## src/rtl/pipe_pkg.sv

```systemverilog
// Shared definitions for the MIPS pipeline stage registers: exception codes,
// bubble PC, the T_new type and its saturating decrement.
package pipe_pkg;

    localparam int EXC_W  = 5;
    localparam int TNEW_W = 2;

    localparam logic [EXC_W-1:0] EXC_NONE = 5'd0;
    localparam logic [EXC_W-1:0] EXC_INT  = 5'd0;
    localparam logic [EXC_W-1:0] EXC_ADEL = 5'd4;
    localparam logic [EXC_W-1:0] EXC_ADES = 5'd5;
    localparam logic [EXC_W-1:0] EXC_RI   = 5'd10;
    localparam logic [EXC_W-1:0] EXC_OV   = 5'd12;

    localparam logic [31:0] BUBBLE_PC = 32'hFFFF_FFFF;

    typedef logic [TNEW_W-1:0] tnew_t;

    // An instruction whose result is already available stays at 0.
    function automatic tnew_t tnew_dec(input tnew_t t);
        return (t == '0) ? '0 : t - tnew_t'(1);
    endfunction

endpackage

```

## src/rtl/pipe_perf_cnt.sv

```systemverilog
// Event counters for one pipeline stage register: stall, bubble and flush
// cycles. Each wraps at 2^32 and is cleared by the synchronous reset.
module pipe_perf_cnt (
    input  logic        clk,
    input  logic        reset,
    input  logic        i_stall,
    input  logic        i_flush,
    input  logic        i_bubble,
    output logic [31:0] o_stall_cnt,
    output logic [31:0] o_bubble_cnt,
    output logic [31:0] o_flush_cnt
);

    logic [31:0] r_stall_cnt;
    logic [31:0] r_bubble_cnt;
    logic [31:0] r_flush_cnt;
    logic        w_stall_evt;
    logic        w_bubble_evt;

    // Events follow the stage register's own priority, so a bubble hidden
    // behind a stall or flush is not counted.
    assign w_stall_evt  = i_stall & ~i_flush;
    assign w_bubble_evt = i_bubble & ~i_stall & ~i_flush;

    always_ff @(posedge clk) begin
        if (reset) begin
            r_stall_cnt  <= '0;
            r_bubble_cnt <= '0;
            r_flush_cnt  <= '0;
        end else begin
            if (w_stall_evt)  r_stall_cnt  <= r_stall_cnt + 32'd1;
            if (w_bubble_evt) r_bubble_cnt <= r_bubble_cnt + 32'd1;
            if (i_flush)      r_flush_cnt  <= r_flush_cnt + 32'd1;
        end
    end

    assign o_stall_cnt  = r_stall_cnt;
    assign o_bubble_cnt = r_bubble_cnt;
    assign o_flush_cnt  = r_flush_cnt;

endmodule

```

## src/rtl/pipe_stage_reg.sv

```systemverilog
// Generic inter-stage pipeline register (ID/EX, EX/MEM, MEM/WB) with
// bubble mode, exception merging and link generation. Counters: PIPE_STAGE_PERF_EN.
module pipe_stage_reg
    import pipe_pkg::*;
#(
    parameter int                PAYLOAD_W   = 64,
    parameter int                DATA_W      = 32,
    parameter int                TNEW_W      = 2,
    parameter int                EXC_W       = 5,
    parameter logic [DATA_W-1:0] BUBBLE_PC   = DATA_W'(pipe_pkg::BUBBLE_PC),
    parameter int                LINK_OFFSET = 8
) (
    input  logic                 clk,
    input  logic                 reset,
    input  logic                 stall,
    input  logic                 flush,
    input  logic                 bubble,
    input  logic                 in_valid,
    input  logic [PAYLOAD_W-1:0] in_payload,
    input  logic [DATA_W-1:0]    in_pc,
    input  logic [TNEW_W-1:0]    in_tnew,
    input  logic [EXC_W-1:0]     in_exc,
    input  logic                 in_local_exc,
    input  logic [EXC_W-1:0]     in_local_code,
    input  logic                 in_bd,
    input  logic                 in_regwe,
    input  logic [4:0]           in_regdst,
    output logic                 out_valid,
    output logic [PAYLOAD_W-1:0] out_payload,
    output logic [DATA_W-1:0]    out_pc,
    output logic [TNEW_W-1:0]    out_tnew,
    output logic [EXC_W-1:0]     out_exc,
    output logic                 out_bd,
    output logic                 out_regwe,
    output logic [4:0]           out_regdst,
    output logic [DATA_W-1:0]    out_link
`ifdef PIPE_STAGE_PERF_EN
    ,
    output logic [31:0]          perf_stall_cnt,
    output logic [31:0]          perf_bubble_cnt,
    output logic [31:0]          perf_flush_cnt
`endif
);

    logic                 r_valid;
    logic [PAYLOAD_W-1:0] r_payload;
    logic [DATA_W-1:0]    r_pc;
    logic [TNEW_W-1:0]    r_tnew;
    logic [EXC_W-1:0]     r_exc;
    logic                 r_bd;
    logic                 r_regwe;
    logic [4:0]           r_regdst;
    logic [DATA_W-1:0]    r_link;

    logic                 w_valid;
    logic [PAYLOAD_W-1:0] w_payload;
    logic [DATA_W-1:0]    w_pc;
    logic [TNEW_W-1:0]    w_tnew;
    logic [EXC_W-1:0]     w_exc;
    logic                 w_bd;
    logic                 w_regwe;
    logic [4:0]           w_regdst;
    logic [DATA_W-1:0]    w_link;

    logic [TNEW_W-1:0]    w_tnew_dec;
    logic [EXC_W-1:0]     w_exc_merged;
    logic [DATA_W-1:0]    w_link_sum;

    generate
        if (TNEW_W == $bits(tnew_t)) begin : g_tnew_pkg
            assign w_tnew_dec = tnew_dec(in_tnew);
        end else begin : g_tnew_gen
            assign w_tnew_dec = (in_tnew == '0) ? '0 : in_tnew - TNEW_W'(1);
        end
    endgenerate

    // Earlier-stage exception has priority over one detected here.
    assign w_exc_merged = (in_exc != EXC_W'(EXC_NONE)) ? in_exc :
                          (in_local_exc ? in_local_code : EXC_W'(EXC_NONE));

    assign w_link_sum = in_pc + DATA_W'(LINK_OFFSET);

    // Next state for a non-stalled cycle; reset and stall are handled at the flops.
    always_comb begin
        w_valid   = 1'b0;
        w_payload = '0;
        w_pc      = BUBBLE_PC;
        w_tnew    = '0;
        w_exc     = '0;
        w_bd      = 1'b0;
        w_regwe   = 1'b0;
        w_regdst  = '0;
        w_link    = '0;
        if (flush) begin
            // full clear, defaults stand
        end else if (bubble || !in_valid) begin
            // Empty slot still carries PC/BD so CP0 can report EPC for it.
            w_pc = in_pc;
            w_bd = in_bd;
        end else begin
            w_valid   = 1'b1;
            w_payload = in_payload;
            w_pc      = in_pc;
            w_tnew    = w_tnew_dec;
            w_exc     = w_exc_merged;
            w_bd      = in_bd;
            w_regwe   = in_regwe;
            w_regdst  = in_regdst;
            w_link    = w_link_sum;
        end
    end

    // Flush must beat stall, so a stalled cycle only holds when not flushing.
    always_ff @(posedge clk) begin
        if (reset) begin
            r_valid   <= 1'b0;
            r_payload <= '0;
            r_pc      <= BUBBLE_PC;
            r_tnew    <= '0;
            r_exc     <= '0;
            r_bd      <= 1'b0;
            r_regwe   <= 1'b0;
            r_regdst  <= '0;
            r_link    <= '0;
        end else if (flush || !stall) begin
            r_valid   <= w_valid;
            r_payload <= w_payload;
            r_pc      <= w_pc;
            r_tnew    <= w_tnew;
            r_exc     <= w_exc;
            r_bd      <= w_bd;
            r_regwe   <= w_regwe;
            r_regdst  <= w_regdst;
            r_link    <= w_link;
        end
    end

    assign out_valid   = r_valid;
    assign out_payload = r_payload;
    assign out_pc      = r_pc;
    assign out_tnew    = r_tnew;
    assign out_exc     = r_exc;
    assign out_bd      = r_bd;
    assign out_regwe   = r_regwe;
    assign out_regdst  = r_regdst;
    assign out_link    = r_link;

`ifdef PIPE_STAGE_PERF_EN
    pipe_perf_cnt u_perf (
        .clk          (clk),
        .reset        (reset),
        .i_stall      (stall),
        .i_flush      (flush),
        .i_bubble     (bubble),
        .o_stall_cnt  (perf_stall_cnt),
        .o_bubble_cnt (perf_bubble_cnt),
        .o_flush_cnt  (perf_flush_cnt)
    );
`endif

endmodule

```

## config.mk

```make
export PLATFORM = sky130hd
export DESIGN_NAME = pipe_stage_reg
export DESIGN_NICKNAME = d
export VERILOG_FILES = /design/src/rtl/pipe_pkg.sv /design/src/rtl/pipe_perf_cnt.sv /design/src/rtl/pipe_stage_reg.sv
export SDC_FILE = /design/constraint.sdc
export NUM_CORES = 1
export LEC_CHECK = 0
export BUFFER_PORTS_ARGS = -buffer_cell sky130_fd_sc_hd__buf_2
export CORE_MARGIN = 5
export CORE_UTILIZATION = 39
export CTS_CLUSTER_SIZE = 30
export DETAILED_ROUTE_END_ITERATION = 8
export PLACE_DENSITY = 0.69
export SETUP_SLACK_MARGIN = 0.02
export SYNTH_ARGS = -nofsm -noshare
export SYNTH_HDL_FRONTEND = slang
export SYNTH_SLANG_ARGS = --single-unit
```

## constraint.sdc

```tcl
create_clock -name clk -period 4.9 [get_ports clk]
set_input_delay 0.98 -clock clk [delete_from_list [all_inputs] [get_ports clk]]
set_output_delay 0.98 -clock clk [all_outputs]
set_load 0.005 [all_outputs]
```

==> reports/results.tsv, run 1 <==
metric	value	unit
Crit Reg-Reg Endpoint	out_payload[15]$_SDFFE_PP0P_	
TNS Setup	0	ns
Mapped Area	5440	sq um
Switching Fraction	22.3	%
Die X	128	um
outcome	finished clean	
Total Nets Final	957	
share of cells above drive strength 1	35.5	%
top-area cell type share of the netlist area	52.6	%
crit-path max FO	12	
Hold Path Class	reg -> reg	
DRC	0	
initial antenna violation count	1	
Worst Setup Path Type	in -> reg	
ranking of synthesized cells by area	dfxtp_1 (53%), a22oi_1 (11%), nor2_1 (5.9%)	
YS warnings	0	
global route overflow	0	
number of I/O pins	265	
Post-DRT Antenna Nets	0	
Worst-Skew Late Latency	0.41	ns
gpl congestion	0.791	
CP Cell Sequence	buf_2 > or4b_2 > nor2_1 > o311ai_0 > o211ai_1	
max-cap violation count	0	
cells on worst reg2reg path	2	
Pins Over Slew Limit	0	
EDFF count, synth	0	
TritonRoute pass-1 iters	5	
RSZ-0062 raised after global routing	false	
fraction of registers with async set/reset	0	%
placed cell count	995	
Crit-path slowest cell	or4b_2	
crit start category	primary input	
post-synth top area cell	dfxtp_1	
DP HPWL	11800	um
hold path depth	2	
Leakage	3.39	nW
Hold Path Sink	out_link[30]$_SDFFE_PP0P_	
number of synthesized register bits	143	
sequential share of power	44.6	%
endpoints failing setup	0	
vias in the first global route	5057	
Syn-to-layout area delta	37.1	%
number of port buffers	264	
worst ir drop on vdd	188	uV
Hold Worst Slack	0.449	ns
Ant. Diodes	0	
H-tree Lvls	4	
min Tclk post-route	2.60	ns
# clock sinks	143	
PostCTS Resize Cnt	0	
Final Power	2.68	mW
Chip Height	128	um
Hold Fails Final Rpt	0	
syn_area_per_cell	9.17	sq um
Clk pwr share	48.1	%
FF-to-FF setup slack	4.20	ns
Setup Fix Bufs, Post-CTS	0	
worst hold start	out_link[30]$_SDFFE_PP0P_	
pwr/cell area	359	nW/um^2
die area	16400	sq um
Syn Nets	716	
Critical Path RT	5.23	ns
first-pass GRT wire length	26300	um
post-DR wirelength/cell	16.5	um
initial core utilization	39.5	%
number of distinct library cells after synthesis	35	
CTS tree	built	
Crit. End Element	register	
Max Root-Sink Buffers	2	
relative slew slack	33.5	%
crit share post-route	53.1	%
# hold bufs at CTS	0	
Int Pwr	2.08	mW
Row Count	43	
Root Buffer	clkbuf_16	
Post-Synthesis Cells	593	
worst r2r src	out_payload[15]$_SDFFE_PP0P_	
top_reg_cell synth	dfxtp_1	
routed wire length	17000	um
f_max	0.384	GHz
DRT iter0 DRCs	376	
Post-Layout Cell Count	1026	
via/cell ratio	5.18	
cts bufs inserted	17	
pre-CTS setup slack	1.86	ns
core area	13800	sq um
NetSw	0.598	mW
Fin Clk Skew	0	ns
Worst-Margin Slew	0.998	ns
Comb power frac	7.3	%
Worst EP arrival	2.93	ns
Critical Path Max Stage Delay	0.73	ns
gr usage total	20.1	%
largest net degree at the start of global routing	98	
Vias	5317	
Final WS setup	2.30	ns
Fillers	1354	
Seq/Total Area, Yosys	52.6	%
Clock Pin Slew Worst Setup and Hold Paths	0.05	ns
[routing by layer]
metal / share of wire [%] / vias to the layer above / track usage, %
li1: - / 2609 / -
met1: 42 / 2474 / 25.4
met2: 47 / 216 / 31.4
met3: 10 / 16 / 7.96
met4: 1.1 / 2 / 6.49
met5: 0.065 / - / 0
[power groups by stage]
stage	sequential [mW]	clock, mW	combinational, mW
final	1.19	1.29	0.195
after floorplan	1.22	0	0.0866
after detailed placement	1.22	0	0.197
after CTS	1.19	1.32	0.197
after global routing	1.20	1.37	0.216
after global placement	1.22	0	0.195
[state kept, by name (all words and copies together), names as in the netlist]
| register | count |
|---|---|
| out_payload | 64 |
| out_link | 32 |
| out_pc | 32 |
| out_exc | 5 |
| out_regdst | 5 |
| out_tnew | 2 |
| out_bd | 1 |
| out_regwe | 1 |
| out_valid | 1 |
[cell families after synthesis]
kind of cell               synth area share (%)
adders and majority gates                 0.230
DFF                                        52.6
AOI/OAI and AO/OA                          16.3
xor gates and xnor gates                   1.77
buffers and inverters                      3.45
muxes                                      5.89
and+or+nand+nor                            19.8
[cells in the final DEF (no fill, tap or decap), types with 2 or more instances in the layout]
cell type   Yosys  routed
buf_2           3     263
buf_4           0       5
a22oi_1        77      77
nand4_1        12      12
or3_1           2       2
nor3_1          7       7
nand2_1        67      67
inv_1           2       2
a21oi_1        11      11
o311ai_0        2       2
xor2_1          6       6
clkbuf_1       41       4
clkinv_4        0       3
and4_1          5       5
xnor2_1         5       5
or4_1           9       9
o21a_1          2       2
nor4_1          3       3
clkinvlp_4      0       2
dfxtp_1       143     143
o21ai_0        17      17
a21boi_0        2       2
bufinv_16       0       3
mux2i_1        32      32
a32oi_1         2       2
nor2_1         86      85
nand3_1        23      23
and3_1         10      10
o211ai_1       11      11
clkbuf_16       0      17
[cell usage after synthesis, drive strengths merged (2+ instances only)]
cell type / count
nand3: 23
inv: 2
a22oi: 77
mux2i: 32
o311ai: 2
and3: 10
and4: 5
buf: 6
or4b: 2
nor2: 86
a21boi: 2
nor4b: 2
xnor2: 5
dfxtp: 143
clkbuf: 41
o211ai: 11
nand4: 12
nor2b: 2
nor4: 3
o21ai: 17
or4: 9
nor3: 7
o21a: 2
nand2: 67
xor2: 6
a21oi: 11
or3: 2
a32oi: 2
[metrics by stage]
stage	util, %	instance area (sq um)
floorplan	-	5440
global placement	49.9	6870
detailed placement	49.9	6870
CTS	54.2	7460
global route	54.2	7460
finish	54.2	7460
[area by class of cell]
cell class | count | area, sq um | area share (%)
inverter | 2 | 7.51 | 0.101
clock buffer | 22 | 454 | 6.09
sequential | 143 | 2860 | 38.4
multi-input combinational | 401 | 2400 | 32.2
timing repair buffer | 269 | 1370 | 18.4
tap | 180 | 225 | 3.02
clock inverter | 9 | 136 | 1.83
[worst max path at each step]
stage / start / endpoint
after global routing: stall / out_link[8]$_SDFFE_PP0P_
final: flush / out_link[29]$_SDFFE_PP0P_
after CTS: stall / out_link[9]$_SDFFE_PP0P_
after floorplan: stall / out_link[28]$_SDFFE_PP0P_
after detailed placement: stall / out_link[9]$_SDFFE_PP0P_
after global placement: stall / out_link[9]$_SDFFE_PP0P_
[critical path, delay by kind of cell]
kind	cells	cell delay [ns]
buffers and inverters	1	0.15
and+or+nand+nor	2	1.38
AOI/OAI and AO/OA	2	0.42
No activity file was read; power rests on OpenSTA's default activity.
==> inputs of run 2 (changes only) <==
Settings changed: PLACE_DENSITY 0.69 to 0.72.
Clock period 4.9 ns to 2.2 ns, I/O delays scaled along.
==> reports/results.tsv, run 2 (synthesized netlist as in run 1, its figures left out) <==
metric	value	unit	change
TritonRoute pass-1 iters	4		-1
PostCTS Resize Cnt	0		unchanged
crit start category	primary input		
Crit-path slowest cell	buf_4		
crit-path max FO	50		+38
# hold bufs at CTS	0		unchanged
max-cap violation count	0		unchanged
routed wire length	16500	um	-2.6%
number of port buffers	264		unchanged
Die X	128	um	unchanged
Ant. Diodes	0		unchanged
die area	16400	sq um	unchanged
min Tclk post-route	1.67	ns	
CTS tree	built		
CP Cell Sequence	buf_2 > buf_4 > nor2b_4 > buf_4 > a22oi_1 > nor2_1		
Post-DRT Antenna Nets	0		unchanged
TNS Setup	0	ns	unchanged
Hold Fails Final Rpt	0		unchanged
Clock Pin Slew Worst Setup and Hold Paths	0.06	ns	about the same
crit share post-route	75.9	%	
Critical Path RT	2.55	ns	-2.68 ns
Crit path buffers/inverters	3		+2
DP HPWL	11900	um	+0.70%
Row Count	43		unchanged
most frequent cells in the layout	buf_2 (264), dfxtp_1 (143), nor2_1 (85), a22oi_1 (77), nand2_1 (67)		
first-pass GRT wire length	25800	um	-1.6%
vias in the first global route	5156		+2.0%
Critical Path Max Stage Delay	0.45	ns	-0.28 ns
relative slew slack	61.2	%	+28 points
post-DR wirelength/cell	15.9	um	-3.8%
via/cell ratio	5.18		about the same
Fin Clk Skew	0	ns	unchanged
f_max	0.599	GHz	
DRT iter0 DRCs	379		+0.80%
Syn-to-layout area delta	39.1	%	
number of I/O pins	265		unchanged
RSZ-0062 raised after global routing	false		
largest net degree at the start of global routing	90		-8.2%
Worst Setup Path Type	in -> reg		
Worst-Margin Slew	0.574	ns	-0.424 ns
initial antenna violation count	0		-1
Vias	5380		+1.2%
Pins Over Slew Limit	0		unchanged
# clock sinks	143		unchanged
endpoints failing setup	0		unchanged
Hold Worst Slack	0.250	ns	-0.200 ns
Chip Height	128	um	unchanged
leading cell type in the layout, fill and taps excluded	buf_2		
share of cells above drive strength 1	36.9	%	+1.4 points
Total Nets Final	969		+1.3%
gr usage total	19.6	%	-0.45 points
DRC	0		unchanged
pwr/cell area	799	nW/um^2	+120%
max reg flops	64		unchanged
core area	13800	sq um	unchanged
Crit. End Element	register		
Crit path max-delay family	buffers and inverters		
cts bufs inserted	17		unchanged
Root Buffer	clkbuf_16		
most frequent CP cell	buf_4		
Max Root-Sink Buffers	2		unchanged
Setup Fix Bufs, Post-CTS	0		unchanged
initial core utilization	39.5	%	unchanged
gpl congestion	0.861		+8.8%
worst ir drop on vdd	454	uV	+140%
Worst EP arrival	2.02	ns	-0.91 ns
outcome	finished clean		
Worst-Skew Late Latency	0.41	ns	about the same
H-tree Lvls	4		unchanged
Leakage	3.45	nW	+2.0%
global route overflow	0		unchanged
Hold Path Class	in -> reg		
## run 2: cell types whose count changed in the layout (fill, tap and decap cells not counted)
cell	previous run	this run
inv_6	0	5
clkbuf_8	1	0
clkinv_4	3	2
clkbuf_1	4	0
clkinvlp_4	2	3
buf_2	263	264
buf_4	5	16
clkinv_2	1	2
## run 2: power by group
group / switching [mW] / internal [mW] / total [mW]
sequential: 0.0226 / 2.63 / 2.66
combinational: 0.249 / 0.195 / 0.443
clock: 1.15 / 1.80 / 2.94
total: 1.42 / 4.63 / 6.05
## run 2: per-stage QoR
step | area, sq um | power (mW) | cells | setup slack (ns) | util (%)
detailed placement | 6960 | 3.16 | 1007 | 0.0879 | 50.5
finish | 7570 | 6.05 | 1039 | 0.530 | 54.9
global route | 7570 | 6.28 | 1039 | 0.416 | 54.9
global placement | 6960 | 3.15 | 1007 | 0.141 | 50.5
CTS | 7570 | 6.12 | 1039 | 0.526 | 54.9
floorplan | 5440 | 2.91 | 593 | 0.172 | -
## run 2: path summary, 6_finish.rpt
check,end,depth (start not counted),slack [ns],start
max,out_payload[4]$_SDFFE_PP0P_,6,0.53,stall
min,out_pc[0]$_SDFFE_PP1P_,3,0.25,in_pc[0]
max reg2reg,out_payload[35]$_SDFFE_PP0P_,2,1.51,out_payload[35]$_SDFFE_PP0P_
min reg2reg,out_exc[3]$_SDFFE_PP0P_,2,0.45,out_exc[3]$_SDFFE_PP0P_
## run 2: per-layer routing
metal	part of all wire, %	routed length, um	track usage [%]
met1	41	6800	23.8
met2	47	7750	30.9
met3	10	1690	7.21
met4	1.7	289	9.05
met5	0	0	0
## run 2: area by class of cell
| type | instances | area (sq um) |
|---|---|---|
| tap | 180 | 225 |
| fill | 1292 | 6210 |
| timing repair buffer | 281 | 1460 |
| clock buffer | 17 | 425 |
| clock inverter | 15 | 184 |
| sequential | 143 | 2860 |
| inverter | 2 | 7.51 |
| multi-input combinational | 401 | 2400 |
## run 2: tightest hold or removal path, cell delays in order
cell and delay, ns:
buf_2 0.09, mux2i_1 0.06, nand2_1 0.05
